File: config.mk
export PLATFORM = sky130hd
export DESIGN_NAME = regfile_32x64
export DESIGN_NICKNAME = d
export VERILOG_FILES = /design/src/rtl/regfile_32x64.sv
export SDC_FILE = /design/constraint.sdc
export NUM_CORES = 2
export LEC_CHECK = 0
export ABC_CLOCK_PERIOD_IN_PS = 5150
export CORE_MARGIN = 1.5
export CORE_UTILIZATION = 35
export CTS_CLUSTER_SIZE = 10
export DETAILED_ROUTE_END_ITERATION = 7
export PLACE_DENSITY = 0.61
export SLEW_MARGIN = 20
export SYNTH_ARGS = -nofsm -noshare
export SYNTH_HDL_FRONTEND = slang
export SYNTH_SLANG_ARGS = --single-unit
File: constraint.sdc
create_clock -name clk -period 5.15 [get_ports clk]
set_input_delay 1.545 -clock clk [delete_from_list [all_inputs] [get_ports clk]]
set_output_delay 1.545 -clock clk [all_outputs]
set_load 0.02 [all_outputs]
File: src/rtl/regfile_32x64.sv
// ============================================================================
// Module   : regfile_32x64
// Purpose  : 32 x 64-bit integer register file with XZR at index 31,
//            two combinational read ports and one clocked write port.
//            The REGFILE_BYPASS_EN macro adds a write-to-read bypass.
// Revision : 1.0  initial release
// ============================================================================
`default_nettype none

module regfile_mux8 #(
  parameter int W = 64
) (
  input  logic [2:0]        sel,
  input  logic [7:0][W-1:0] d,
  output logic [W-1:0]      y
);
  always_comb begin
    y = d[sel];
  end
endmodule

module regfile_mux4 #(
  parameter int W = 64
) (
  input  logic [1:0]        sel,
  input  logic [3:0][W-1:0] d,
  output logic [W-1:0]      y
);
  always_comb begin
    y = d[sel];
  end
endmodule

// 32:1 selection as four 8:1 leaves on addr[2:0] feeding one 4:1 on addr[4:3].
module regfile_read_tree #(
  parameter int DATA_W = 64
) (
  input  logic [4:0]                    addr,
  input  logic [31:0][DATA_W-1:0]       src,
  output logic [DATA_W-1:0]             data
);
  logic [3:0][DATA_W-1:0] leaf;

  for (genvar g = 0; g < 4; g++) begin : g_leaf
    regfile_mux8 #(.W(DATA_W)) u_mux8 (
      .sel (addr[2:0]),
      .d   (src[g*8 +: 8]),
      .y   (leaf[g])
    );
  end

  regfile_mux4 #(.W(DATA_W)) u_mux4 (
    .sel (addr[4:3]),
    .d   (leaf),
    .y   (data)
  );
endmodule

module regfile_32x64 #(
  parameter int DATA_W = 64,
  parameter int NREGS  = 32,
  parameter int ADDR_W = 5
) (
  input  logic              clk,
  input  logic              reset_n,
  input  logic              RegWrite,
  input  logic [ADDR_W-1:0] WriteRegister,
  input  logic [DATA_W-1:0] WriteData,
  input  logic [ADDR_W-1:0] ReadRegister1,
  input  logic [ADDR_W-1:0] ReadRegister2,
  output logic [DATA_W-1:0] ReadData1,
  output logic [DATA_W-1:0] ReadData2
);
  localparam int NSTORED = NREGS - 1;
  localparam logic [ADDR_W-1:0] XZR_IDX = ADDR_W'(NREGS - 1);

  logic [NSTORED-1:0]            wr_en;
  logic [NREGS-1:0][DATA_W-1:0]  rd_src;
  logic [DATA_W-1:0]             tree1;
  logic [DATA_W-1:0]             tree2;

  // One-hot decode gated by RegWrite; index 31 has no enable at all, so
  // unknown address bits cannot reach any storage while RegWrite is low.
  always_comb begin
    wr_en = '0;
    for (int i = 0; i < NSTORED; i++) begin
      wr_en[i] = RegWrite && (WriteRegister == ADDR_W'(i));
    end
  end

  for (genvar r = 0; r < NSTORED; r++) begin : g_reg
    logic [DATA_W-1:0] reg_d;
    logic [DATA_W-1:0] reg_q;

    always_comb begin
      reg_d = reg_q;
      if (wr_en[r]) begin
        reg_d = WriteData;
      end
    end

    always_ff @(posedge clk or negedge reset_n) begin
      if (!reset_n) begin
        reg_q <= '0;
      end else begin
        reg_q <= reg_d;
      end
    end

    assign rd_src[r] = reg_q;
  end

  assign rd_src[NREGS-1] = '0;

  regfile_read_tree #(.DATA_W(DATA_W)) u_rd1 (
    .addr (ReadRegister1),
    .src  (rd_src),
    .data (tree1)
  );

  regfile_read_tree #(.DATA_W(DATA_W)) u_rd2 (
    .addr (ReadRegister2),
    .src  (rd_src),
    .data (tree2)
  );

`ifdef REGFILE_BYPASS_EN
  logic byp1;
  logic byp2;

  // Reset must win over the bypass since WriteData is not cleared by reset.
  always_comb begin
    byp1 = RegWrite && (WriteRegister != XZR_IDX) && (ReadRegister1 == WriteRegister);
    byp2 = RegWrite && (WriteRegister != XZR_IDX) && (ReadRegister2 == WriteRegister);
    if (!reset_n) begin
      ReadData1 = '0;
      ReadData2 = '0;
    end else begin
      ReadData1 = byp1 ? WriteData : tree1;
      ReadData2 = byp2 ? WriteData : tree2;
    end
  end
`else
  logic unused_xzr;
  assign unused_xzr = ^XZR_IDX;
  assign ReadData1  = tree1;
  assign ReadData2  = tree2;
`endif

endmodule

`default_nettype wire
Yosys cells after proc, flatten, opt, wreduce, memory -nomap -nowiden
Cells that the tools add are included.

Bits in registers: 1984. Bits of input ports: 82. Output and inout port bits: 128. Word-level logic and storage cells: 117.

$lt $le $gt $ge: 4. Mux-type cells: 20. Equal/unequal tests: 30. Reductions and logical operators: 32.

Operators with widths (count): binary-select mux 64 bit (select 3 bit) (8); two-way mux 64 bit (10); binary-select mux 64 bit (select 2 bit) (2); equality test 5 bit, second input constant (15); equality test 5 x 4 -> 1 bit, second input constant (8); logical AND 1 bit (31); equality test 5 x 3 -> 1 bit, second input constant (4); equality test 5 x 2 -> 1 bit, second input constant (2); less-than comparator 3 x 4 -> 1 bit, second input constant (2); less-than comparator 2 x 3 -> 1 bit, second input constant (2); equality test 5 x 1 -> 1 bit, second input constant (1); zero test 5 bit (1).

Depth between registers and ports, before layout
Word-level depth: 4. Gate-level depth with buffers: 9. Gate-level depth less buffers: 4.

By module
Synthesis repeated with hierarchy kept, for this count alone.

Cell total of the unflattened synthesis: 6376. Area, all modules: 108021.1 sq um.

Modules (own cells, without submodules): regfile_32x64 (instances 1, cells each 4404, seq. area each 49647.6 sq um, area each 74116.1 sq um); regfile_mux8 (instances 8, cells each 227, seq. area each 0.0 sq um, area each 3832.4 sq um); regfile_mux4 (instances 2, cells each 78, seq. area each 0.0 sq um, area each 1622.8 sq um).

Worst setup path after synthesis
No wires, ideal clock.

Kind: input-to-output. From: in ReadRegister2[0]. To: out ReadData2[10]. Cell stages on the path: 5. Data arrival time: 3.221 ns. Required time: 3.605 ns. Path buffers: 2. Setup slack: 0.384 ns. Cell sequence: buf_2 > buf_1 > mux4_2 > o2111ai_1 > nand4_1.

Longest elaborated chain between the ends: 4. Elaborated cells on any way between the ends: 10. Classes of those cells: 10 x mux.

Ends and longest elaborated chain: start: declaration (RTL line 70) `input logic [ADDR_W-1:0] ReadRegister2,`; binary-select mux 64 bit (select 3 bit) (RTL line 18) `y = d[sel];`; two-way mux 64 bit (not written as such) (RTL line 18); binary-select mux 64 bit (select 2 bit) * (RTL line 30) `y = d[sel];`; two-way mux 64 bit (not written as such) * (RTL line 30); end: declaration (RTL line 72) `output logic [DATA_W-1:0] ReadData2`.

Every way passes the cells marked *; elsewhere a longest branch is shown, timed or not. The select of a mux whose other input is x is not followed.

Worst setup path in the final report
From: in ReadRegister1[0]. To: out ReadData1[50].

Longest elaborated chain between the ends: 4. Elaborated cells on any way between the ends: 10. Classes of those cells: 10 x mux.

Ends and longest elaborated chain: start: declaration (RTL line 69) `input logic [ADDR_W-1:0] ReadRegister1,`; binary-select mux 64 bit (select 3 bit) (RTL line 18); two-way mux 64 bit (not written as such) (RTL line 18); binary-select mux 64 bit (select 2 bit) * (RTL line 30); two-way mux 64 bit (not written as such) * (RTL line 30); end: declaration (RTL line 71) `output logic [DATA_W-1:0] ReadData1,`.

Marks and branches as above.

==> metrics.cfg <==
[run_status]
run_status=finished with violations
violations=setup timing

[critical_path]
critical_path_class=input pin to primary output
r2r-end=g_reg[13].reg_q[49]$_DFFE_PN0P_
critical_path_arrival_ps=3640
startpoint_type=input pin
reg2reg_depth=1
required_ps=3610
worstPathMaxFanout=14
r2r_slack_ps=4310
cp-end-kind=primary output
reg2reg_from=g_reg[13].reg_q[49]$_DFFE_PN0P_

[clocking]
cts_hold_buf=0
clkLatencyLatePin_ps=900
clk_pin_slew_ps=60
cts_root_buffer=clkbuf_16
cts_buffers=228
ctsLongestPathBuffers=4
cts_max_level=4
clkSinkCount=1984
cts_tree=done

[detailed_routing]
drc_errors=0
detail-route-antenna-nets=0
wirelength_um=399000
first_iter_violations=9043
viasPerCell=6.40
first_pass_iters=5
vias=74991
wire_per_inst_um=34.0

[yosys]
syn_nets=7443
yosysSeqAreaShare=0.471
synth_flop_cell=dfrtp_1
yosysTopAreaCellShare=0.471
synth.area.top_cells=dfrtp_1, mux2_2, mux4_2
syn_area_sq_mm=0.105
synth_most_common_cell=mux2_2
syn_area_per_cell_sq_um=14.3
yosysUniqueCellTypes=42
synthTopCellsByCount=mux2_2, dfrtp_1, mux4_2, clkbuf_1, buf_2
yosysWarningCount=0
synth_top_area_cell=dfrtp_1
synthCells=7361
synthArstFlopShare=1.00
ys_seq_elements=1984
synth-edff-count=0

[pwr]
p_leak_nw=53.3
power_density_mw_per_mm2=367
intPower_w=0.0327
power.share.clock=0.317
switchingPower_w=0.0131
total_power_w=0.0458
p_seq_frac=0.459
comb_power_share=0.224
power.share.switching=0.286
ir_drop_v=0.000273

[finish]
fin_util=0.417
fin_nets=7800
top_register=g.reg_q
layout-drive-gt1-share=0.523
synthToLayoutAreaGrowth_pct=18.5
num-fill-cells=27105
reg_top3=g.reg_q x1984
largest_reg_flops=1984
final_area_sq_mm=0.125

[floorplanning]
die_h_um=552
core-area_sq_mm=0.300
initial_core_util=0.351
die_x_um=552
pin_count=210
die_area_sq_mm=0.304
row_count=201

[min_path]
hp-class=flip-flop to flip-flop
hold_end=g_reg[24].reg_q[38]$_DFFE_PN0P_
holdPathStages=1
hold_start=g_reg[24].reg_q[38]$_DFFE_PN0P_

[timing]
worst_slew_pin_slew_ps=1170
setup_slack_ps=-34.9
relSlewSlack=0.222
fin_crit_sh=1.01
slew_violations=0
hold_viol_final=0
hold_slack_ps=511
rsz0062_at_grt=yes
max_clock_freq_ghz=0.193
fin_crit_ps=5180
setup-violations-final=3
fin_skew_ps=0

[global_route]
overflow=0
grt_pass1_vias=76759
grt_pass1_wl_um=571000
grt_start_max_net_pins=171
grtUsageTotal=0.259
antenna_found_initial=40

[run]
drv_cap=0

[place]
port_buffers=209
placedInstanceArea_sq_mm=0.117
dp_hpwl_um=245000
gp_congestion=0.855

[placed cells by master (no fill, tap or decap), types with 20 or more instances in the layout]
cell             count
buf_6               31
a211oi_1           125
o21a_1              46
buf_16              23
a21oi_1             65
nand4_1             63
mux2_1              21
mux4_2             706
clkbuf_1            20
buf_12             246
o21ai_0             62
nor2b_1             68
nand3b_1            64
nand2_1            131
dfrtp_1           1984
mux2_2            2155
buf_4              502
nor2_1              66
o22ai_1            126
a31oi_1             62
a22oi_1            174
clkbuf_16          240
mux2i_1            253
a221oi_1            49
dlygate4sd2_1       45
o2111ai_1           58
o211ai_1           125
clkdlybuf4s50_1     63
[kinds of logic (layout without fill, tap and decap cells)]
family / Yosys count / after routing / synth area share
other: 0 / 12 / 0
AND/OR/NAND/NOR: 453 / 453 / 0.0233
AO/OA/AOI/OAI: 957 / 957 / 0.0644
multiplexers: 3135 / 3135 / 0.408
flip-flops: 1984 / 1984 / 0.471
buffers and inverters: 832 / 1226 / 0.0335
[worst max-delay path, stage by stage]
cell and delay [ps]:
buf_8 160, buf_16 220, buf_12 210, mux2_2 340, a221oi_1 290, a211oi_1 90
o21a_1 250, buf_12 150, dlygate4sd2_1 310
[per-layer routing]
metal  global-route usage  part of all wire  vias up
met5              0.00109           0.00055        -
met4                0.100             0.042       30
met3               0.0692              0.11      998
met2                0.381              0.44     4385
met1                0.362              0.41    40385
li1                     -                 -    29193
[stage by stage]
step	TNS [ps]	worst slack (ps)	std cells
after floorplan	0	384	7361
after global placement	-11770	-406	11385
after detailed placement	-11170	-371	11385
after CTS	-188	-86.7	11683
after global routing	-129	-39.6	11715
final	-72.3	-34.9	11725
[worst max-delay path by stage]
stage,startpoint,end,slack (ps),depth (start not counted)
2_1_floorplan,ReadRegister2[0],ReadData2[10],380,5
5_1_grt,ReadRegister1[0],ReadData1[50],-40,9
6_report,ReadRegister1[0],ReadData1[50],-30,9
3_3_place_gp,ReadRegister2[0],ReadData2[44],-410,8
4_1_cts,ReadRegister2[0],ReadData2[44],-90,8
3_5_place_dp,ReadRegister2[0],ReadData2[44],-370,8
[what timing repair did]
item	CTS	global route
pin swaps	14	14
buffers inserted	21	25
setup endpoints to repair	96	85
resized for setup	130	84
gates cloned	11	9
[cell type report]
class / instances / area [sq um] / area share
inverters: 3 / 18.8 / 0.000150
multi-input cells: 4545 / 52700 / 0.422
clock inverters: 8 / 95.1 / 0.000761
flip-flops and latches: 1984 / 49600 / 0.398
clock buffers: 259 / 5970 / 0.0478
diodes: 12 / 30.0 / 0.000240
repair buffers: 956 / 11500 / 0.0919
well taps: 3958 / 4950 / 0.0397
[power by group through the flow]
stage | logic (W) | clock network, W | registers (W)
2_1_floorplan | 0.00707 | 0 | 0.0203
3_3_place_gp | 0.00981 | 0 | 0.0209
3_5_place_dp | 0.0100 | 0 | 0.0212
4_1_cts | 0.0101 | 0.0147 | 0.0209
5_1_grt | 0.0109 | 0.0153 | 0.0214
6_report | 0.0103 | 0.0145 | 0.0210
No activity file was read; power rests on OpenSTA's default activity.
